[config.mk]
export PLATFORM = sky130hd
export DESIGN_NAME = alu_seq
export DESIGN_NICKNAME = d
export VERILOG_FILES = /design/src/rtl/alu_pkg.sv /design/src/rtl/alu_mul_iter.sv /design/src/rtl/alu_seq.sv
export SDC_FILE = /design/constraint.sdc
export NUM_CORES = 1
export LEC_CHECK = 0
export BUFFER_PORTS_ARGS = -buffer_cell sky130_fd_sc_hd__buf_2
export CAP_MARGIN = 20
export CORE_UTILIZATION = 29
export DETAILED_ROUTE_END_ITERATION = 10
export HOLD_SLACK_MARGIN = 0.1
export REMOVE_ABC_BUFFERS = 1
export SLEW_MARGIN = 20
export SYNTH_ARGS = -nofsm -noshare
export SYNTH_HDL_FRONTEND = slang
export SYNTH_HIERARCHICAL = 1
export SYNTH_SLANG_ARGS = --single-unit
export TNS_END_PERCENT = 100
[constraint.sdc]
create_clock -name iClk -period 8.2 [get_ports iClk]
set_clock_uncertainty 0.1 [all_clocks]
set_input_delay 0.82 -clock iClk [delete_from_list [all_inputs] [get_ports iClk]]
set_output_delay 0.82 -clock iClk [all_outputs]
set_load 0.03 [all_outputs]
[src/rtl/alu_pkg.sv]
// Shared opcode, flag-index and state encodings for the registered ALU (alu_seq)
// and its iterative multiplier.
package alu_pkg;

    localparam logic [3:0] OP_ADD = 4'h0;
    localparam logic [3:0] OP_SUB = 4'h1;
    localparam logic [3:0] OP_SHL = 4'h2;
    localparam logic [3:0] OP_SHR = 4'h3;
    localparam logic [3:0] OP_NOT = 4'h4;
    localparam logic [3:0] OP_AND = 4'h5;
    localparam logic [3:0] OP_OR  = 4'h6;
    localparam logic [3:0] OP_XOR = 4'h7;
    localparam logic [3:0] OP_MUL = 4'h8;
    localparam logic [3:0] OP_SRA = 4'h9;
    localparam logic [3:0] OP_ROL = 4'hA;
    localparam logic [3:0] OP_ROR = 4'hB;
    localparam logic [3:0] OP_CMP = 4'hC;

    localparam int FL_Z = 0;
    localparam int FL_C = 1;
    localparam int FL_N = 2;
    localparam int FL_V = 3;

    localparam logic [1:0] ST_IDLE = 2'd0;
    localparam logic [1:0] ST_EXEC = 2'd1;
    localparam logic [1:0] ST_MUL  = 2'd2;

    // Field order matches the flag bus: [3]V [2]N [1]C [0]Z.
    typedef struct packed {
        logic v;
        logic n;
        logic c;
        logic z;
    } alu_flags_t;

endpackage

[src/rtl/alu_mul_iter.sv]
// Unsigned shift-add multiplier: one partial product per clock, WIDTH clocks after start,
// then a one-clock done pulse with the 2*WIDTH product held on prod_o.
module alu_mul_iter #(
    parameter int WIDTH = 8
) (
    input  logic                 clk_i,
    input  logic                 rst_ni,
    input  logic                 start_i,
    input  logic [WIDTH-1:0]     a_i,
    input  logic [WIDTH-1:0]     b_i,
    output logic                 done_o,
    output logic [2*WIDTH-1:0]   prod_o
);
    import alu_pkg::*;

    localparam logic [WIDTH-1:0] CNT_LAST = WIDTH'(WIDTH - 1);

    logic [2*WIDTH-1:0] acc_q, mcand_q;
    logic [WIDTH-1:0]   mplier_q, cnt_q;
    logic               run_q, done_q;

    always_ff @(posedge clk_i or negedge rst_ni) begin
        if (!rst_ni) begin
            acc_q    <= '0;
            mcand_q  <= '0;
            mplier_q <= '0;
            cnt_q    <= '0;
            run_q    <= 1'b0;
            done_q   <= 1'b0;
        end else begin
            done_q <= 1'b0;
            if (start_i && !run_q) begin
                acc_q    <= '0;
                mcand_q  <= {{WIDTH{1'b0}}, a_i};
                mplier_q <= b_i;
                cnt_q    <= '0;
                run_q    <= 1'b1;
            end else if (run_q) begin
                if (mplier_q[0]) acc_q <= acc_q + mcand_q;
                mcand_q  <= mcand_q << 1;
                mplier_q <= mplier_q >> 1;
                cnt_q    <= cnt_q + WIDTH'(1);
                if (cnt_q == CNT_LAST) begin
                    run_q  <= 1'b0;
                    done_q <= 1'b1;
                end
            end
        end
    end

    assign done_o = done_q;
    assign prod_o = acc_q;

endmodule

[src/rtl/alu_seq.sv]
// Registered ALU: operands latched on an accepted start, single-cycle ops resolved one clock
// later, MUL handed to the iterative multiplier; results and flags held until the next done.
module alu_seq #(
    parameter int WIDTH  = 8,
    parameter int MUL_EN = 1
) (
    input  logic             iClk,
    input  logic             iRst_n,
    input  logic             iALU_start,
    input  logic [3:0]       uc_iALU,
    input  logic             math_hab,
    input  logic [WIDTH-1:0] rd_iRX,
    input  logic [WIDTH-1:0] rd_iRY,
    output logic             oALU_busy,
    output logic             oALU_done,
    output logic [WIDTH-1:0] oALU_rd,
    output logic [WIDTH-1:0] oALU_rd_hi,
    output logic [3:0]       oALU_flags
);
    import alu_pkg::*;

    localparam int               MSB   = WIDTH - 1;
    localparam logic [WIDTH-1:0] W_VAL = WIDTH'(WIDTH);

    logic [1:0]         state_q, state_d;
    logic [3:0]         op_q;
    logic               hab_q;
    logic [WIDTH-1:0]   x_q, y_q;
    logic [WIDTH-1:0]   rd_q, rd_d, hi_q, hi_d;
    alu_flags_t         flags_q, flags_d;
    logic               done_q, done_d;

    logic               busy, accept, is_mul, mul_done;
    logic [2*WIDTH-1:0] prod;

    assign busy   = (state_q == ST_MUL);
    assign accept = iALU_start && !busy;
    assign is_mul = math_hab && (uc_iALU == OP_MUL) && (MUL_EN != 0);

    alu_mul_iter #(.WIDTH(WIDTH)) u_mul (
        .clk_i   (iClk),
        .rst_ni  (iRst_n),
        .start_i (accept && is_mul),
        .a_i     (rd_iRX),
        .b_i     (rd_iRY),
        .done_o  (mul_done),
        .prod_o  (prod)
    );

    // Shifts carry one guard bit so the last bit shifted out lands in a fixed position.
    logic [WIDTH:0]        sum, diff, shl_ext, shr_ext;
    logic signed [WIDTH:0] sra_ext;
    logic [WIDTH-1:0]      rot_amt;

    assign sum     = {1'b0, y_q} + {1'b0, x_q};
    assign diff    = {1'b0, y_q} - {1'b0, x_q};
    assign shl_ext = {1'b0, y_q} << x_q;
    assign shr_ext = {y_q, 1'b0} >> x_q;
    assign sra_ext = $signed({y_q, 1'b0}) >>> x_q;
    assign rot_amt = x_q % W_VAL;

    logic [WIDTH-1:0] res;
    logic             res_c, res_v, res_wr;

    always_comb begin
        res    = y_q;
        res_c  = 1'b0;
        res_v  = 1'b0;
        res_wr = 1'b1;
        if (hab_q) begin
            unique case (op_q)
                OP_ADD: begin
                    res   = sum[MSB:0];
                    res_c = sum[WIDTH];
                    res_v = (y_q[MSB] == x_q[MSB]) && (sum[MSB] != y_q[MSB]);
                end
                OP_SUB, OP_CMP: begin
                    res    = diff[MSB:0];
                    res_c  = diff[WIDTH];
                    res_v  = (y_q[MSB] != x_q[MSB]) && (diff[MSB] != y_q[MSB]);
                    res_wr = (op_q != OP_CMP);
                end
                OP_SHL: begin
                    res   = shl_ext[MSB:0];
                    res_c = shl_ext[WIDTH];
                end
                OP_SHR: begin
                    res   = shr_ext[WIDTH:1];
                    res_c = shr_ext[0];
                end
                OP_SRA: begin
                    res   = sra_ext[WIDTH:1];
                    res_c = (x_q > W_VAL) ? 1'b0 : sra_ext[0];
                end
                OP_NOT: res = ~x_q;
                OP_AND: res = y_q & x_q;
                OP_OR:  res = y_q | x_q;
                OP_XOR: res = y_q ^ x_q;
                OP_ROL: res = (y_q << rot_amt) | (y_q >> (W_VAL - rot_amt));
                OP_ROR: res = (y_q >> rot_amt) | (y_q << (W_VAL - rot_amt));
                default: res = y_q;
            endcase
        end
    end

    always_comb begin
        state_d = state_q;
        rd_d    = rd_q;
        hi_d    = hi_q;
        flags_d = flags_q;
        done_d  = 1'b0;
        if (state_q == ST_EXEC) begin
            done_d    = 1'b1;
            state_d   = ST_IDLE;
            flags_d.z = (res == '0);
            flags_d.n = res[MSB];
            flags_d.c = res_c;
            flags_d.v = res_v;
            if (res_wr) begin
                rd_d = res;
                hi_d = '0;
            end
        end else if (state_q == ST_MUL && mul_done) begin
            done_d    = 1'b1;
            state_d   = ST_IDLE;
            rd_d      = prod[MSB:0];
            hi_d      = prod[2*WIDTH-1:WIDTH];
            flags_d.z = (prod == '0);
            flags_d.n = prod[2*WIDTH-1];
            flags_d.c = (prod[2*WIDTH-1:WIDTH] != '0);
            flags_d.v = 1'b0;
        end
        // A start in EXEC is legal: the finishing result retires while the new op is latched.
        if (accept) state_d = is_mul ? ST_MUL : ST_EXEC;
    end

    always_ff @(posedge iClk or negedge iRst_n) begin
        if (!iRst_n) begin
            state_q <= ST_IDLE;
            op_q    <= '0;
            hab_q   <= 1'b0;
            x_q     <= '0;
            y_q     <= '0;
            rd_q    <= '0;
            hi_q    <= '0;
            flags_q <= '0;
            done_q  <= 1'b0;
        end else begin
            state_q <= state_d;
            rd_q    <= rd_d;
            hi_q    <= hi_d;
            flags_q <= flags_d;
            done_q  <= done_d;
            if (accept) begin
                op_q  <= uc_iALU;
                hab_q <= math_hab;
                x_q   <= rd_iRX;
                y_q   <= rd_iRY;
            end
        end
    end

    assign oALU_busy  = busy;
    assign oALU_done  = done_q;
    assign oALU_rd    = rd_q;
    assign oALU_rd_hi = hi_q;
    assign oALU_flags = flags_q;

endmodule

==> run summary <==
DR WL/cell: 20.08 µm
Predominant post-synthesis flop cell: dfrtp_1
Post-synthesis async set-or-reset flop share: 1.000
CP Launch Point: x_q[1]
Compound-Gate Fraction of Synth Area: 0.2469
Lkg Pwr: 3.512 nW
# Post-CTS Setup Buffers: 0
Hold Path Class: input port to asynchronous set/reset pin
DP HPWL: 18590 µm
Endpoints failing setup: 0
Placed Instances: 1241
Cells on worst reg2reg path: 9
Antenna cells: 0
CTS tree: done
Final #Nets: 980
Hold_buf cts: 0
Setup TNS: 0 ps
Tot GR Track Use: 0.1814
Remaining DRCs: 0
Multi-input logic area: 5166 µm²
Min Tclk post-route: 4382 ps
Die Y: 167.9 µm
First-pass GRT wire length: 40060 µm
Seq cells post-synth: 94
Core Region: 26950 µm²
Vias in the first global route: 6884
Slew of the pin with the lowest slew margin: 1072 ps
Commonest cells in the netlist: 94 x dfrtp_1, 88 x nand2_1, 61 x nor2_1, 54 x o21ai_0, 46 x a21oi_1
DRT Pass-1 Iters: 6
Final WL: 25240 µm
Final period util: 0.5343
Slew margin rel.: 0.2853
Simple-gate share of the synthesized area: 0.1836
Synth top area cells: dfrtp_1 29%, ha_1 6.6%, mux2_2 4.9%, mux2i_1 4.5%, nand2_1 4.1%
Total CTS buffers: 9
Core Rows: 60
Via density: 5.804
Chip width: 167.9 µm
Worst EP required: 8370 ps
Critical Path End: oALU_flags[0]
Largest family of logic cells by synthesized area: compound AO/OA/AOI/OAI gates
Crit path launch type: flip-flop
Sequential Area: 2352 µm²
Hold WS: 330.2 ps
Avg Inst Size Synth: 8.761 µm²
Adder-Cell Fraction of Synth Area: 0.07337
Clk_lat worst skew: 360 ps
Clock slew at reported path FFs: 70 ps
Critical Path End Type: flip-flop
Max-cap viol count: 0
Status: completed
Mux share of post-synthesis cell area: 0.1274
Flop-to-flop setup slack: 3820 ps
Fin. max-slew vios: 0
Drt first-iter violations: 671
EDFF count, synth: 0
Cell with the most instances after synthesis: dfrtp_1
PwrDens: 250.5 nW/µm²
Antenna-violating nets left: 0
Area leader, netlist: dfrtp_1
Mapped Area: 7981 µm²
CTS sink count: 94
Largest net degree at the start of global routing: 57
Clock root cell: clkbuf_16
R2R Path End: oALU_flags[0]
Sequential area share after synthesis: 0.2947
I/O pin count: 46
Final hold viol count: 0
PortBufs: 45
Placer Congestion: 0.9550
Ys Warns: 6
Area delta synth->final: 9.233%
Synth top area share: 0.2947
Cells after Synth: 911
Initial antenna violation count: 0
Fillcell total: 2755
GRT overflow: 0
Share of layout cells above drive strength 1: 0.1627
Final instance area: 8718 µm²
Die Footprint: 28190 µm²
R2R Path Start: x_q[1]
Via count: 7295
Pwr Total: 0.002184 W
WS Path Type: flip-flop to flip-flop
Post-route insts no fill: 1257
Critical Path AT: 4550 ps
Post-CTS sizing: 0
VDD IR-drop max: 0.0001262 V
H-tree Lvls: 3
Starting Density: 0.2961
Critical Path Fanout Max: 31
Placed inst area: 8402 µm²
Fmax: 228.2 MHz
CTS max path bufs: 2
Synth Area in XOR/XNOR: 0.01427
RSZ-0062 raised after global routing: no
Unique masters post-synth: 93
==> kinds of logic after synthesis <==
logic type      after synthesis
flops                        94
simple gates                293
fa+ha+maj                    45
mux                          84
buf+inv                     105
compound gates              277
xor+xnor                     13
==> state kept, by name (all words and copies together) (netlist names), 2 cells and up <==
register        cells
x_q                 8
oALU_rd             8
oALU_flags          4
u_mul/mplier_q      8
state_q             2
oALU_rd_hi          8
u_mul/cnt_q         8
op_q                4
u_mul/prod_o       16
y_q                 8
u_mul/mcand_q      16
==> critical path, cell delays in order (launching register included) <==
cell and delay, ps:
dfrtp_1 1050, inv_1 610, ha_1 470, a21oi_1 180, o22ai_1 150, o41ai_1 640
o221ai_1 270, a221oi_2 460, nor2_1 120, o31ai_2 250
==> area by class of cell <==
type	instances	share of cell area
multi-input cells	712	0.5926
flip-flops and latches	94	0.2698
well taps	341	0.04894
repair buffers	57	0.03645
clock buffers	9	0.02583
inverters	37	0.01593
clock inverters	7	0.01048
==> metrics by stage <==
| step | utilization | setup slack [ps] |
|---|---|---|
| final | 0.3235 | 3818 |
| after global routing | 0.3235 | 3560 |
| after CTS | 0.3235 | 3940 |
| after detailed placement | 0.3117 | 3972 |
| after global placement | 0.3117 | 4073 |
| after floorplan | - | 3701 |
==> placed cells by master, fill, tap and decap left out, types with 9 or more instances in the layout <==
cell type  count
nor3_1        25
ha_1          42
buf_4         13
o21ai_1       10
nand2b_1      20
a31oi_1       15
o31ai_1       12
dfrtp_1       94
nand3_1       24
nor2b_1       15
clkbuf_16      9
a211oi_1      10
o21ai_0       54
inv_1         35
a22o_1        12
o22ai_1       12
nand2_1       88
a21oi_1       45
buf_2         44
nor2_1        61
mux4_2        10
mux2i_1       36
mux2_2        35
==> report_power, final <==
group / switching, W / leakage (nW) / total (W) / internal [W]
clock: 0.000201 / 0.157 / 0.000445 / 0.000244
sequential: 0.000167 / 1.20 / 0.000752 / 0.000585
combinational: 0.000604 / 2.16 / 0.000987 / 0.000383
==> per-layer routing <==
metal / track usage / part of all wire / vias up / wire, µm
li1: - / - / 3418 / -
met1: 0.2596 / 0.47 / 3556 / 11970
met2: 0.2719 / 0.43 / 271 / 10920
met5: 0 / 0 / - / 0
met3: 0.02445 / 0.062 / 50 / 1564
met4: 0.07778 / 0.032 / 0 / 796
==> worst min path at each step <==
stage / startpoint / endpoint / slack (ps) / depth (start not counted)
detailed placement: u_mul/cnt_q[7] / u_mul/cnt_q[7] / 360 / 1
CTS: iRst_n / u_mul/mcand_q[13] / 340 / 1
global route: iRst_n / u_mul/mcand_q[14] / 370 / 1
floorplan: u_mul/cnt_q[7] / u_mul/cnt_q[7] / 340 / 1
global placement: u_mul/mplier_q[5] / u_mul/mplier_q[4] / 360 / 2
finish: iRst_n / u_mul/cnt_q[0] / 330 / 1
Power figures use the tool's default switching activity.
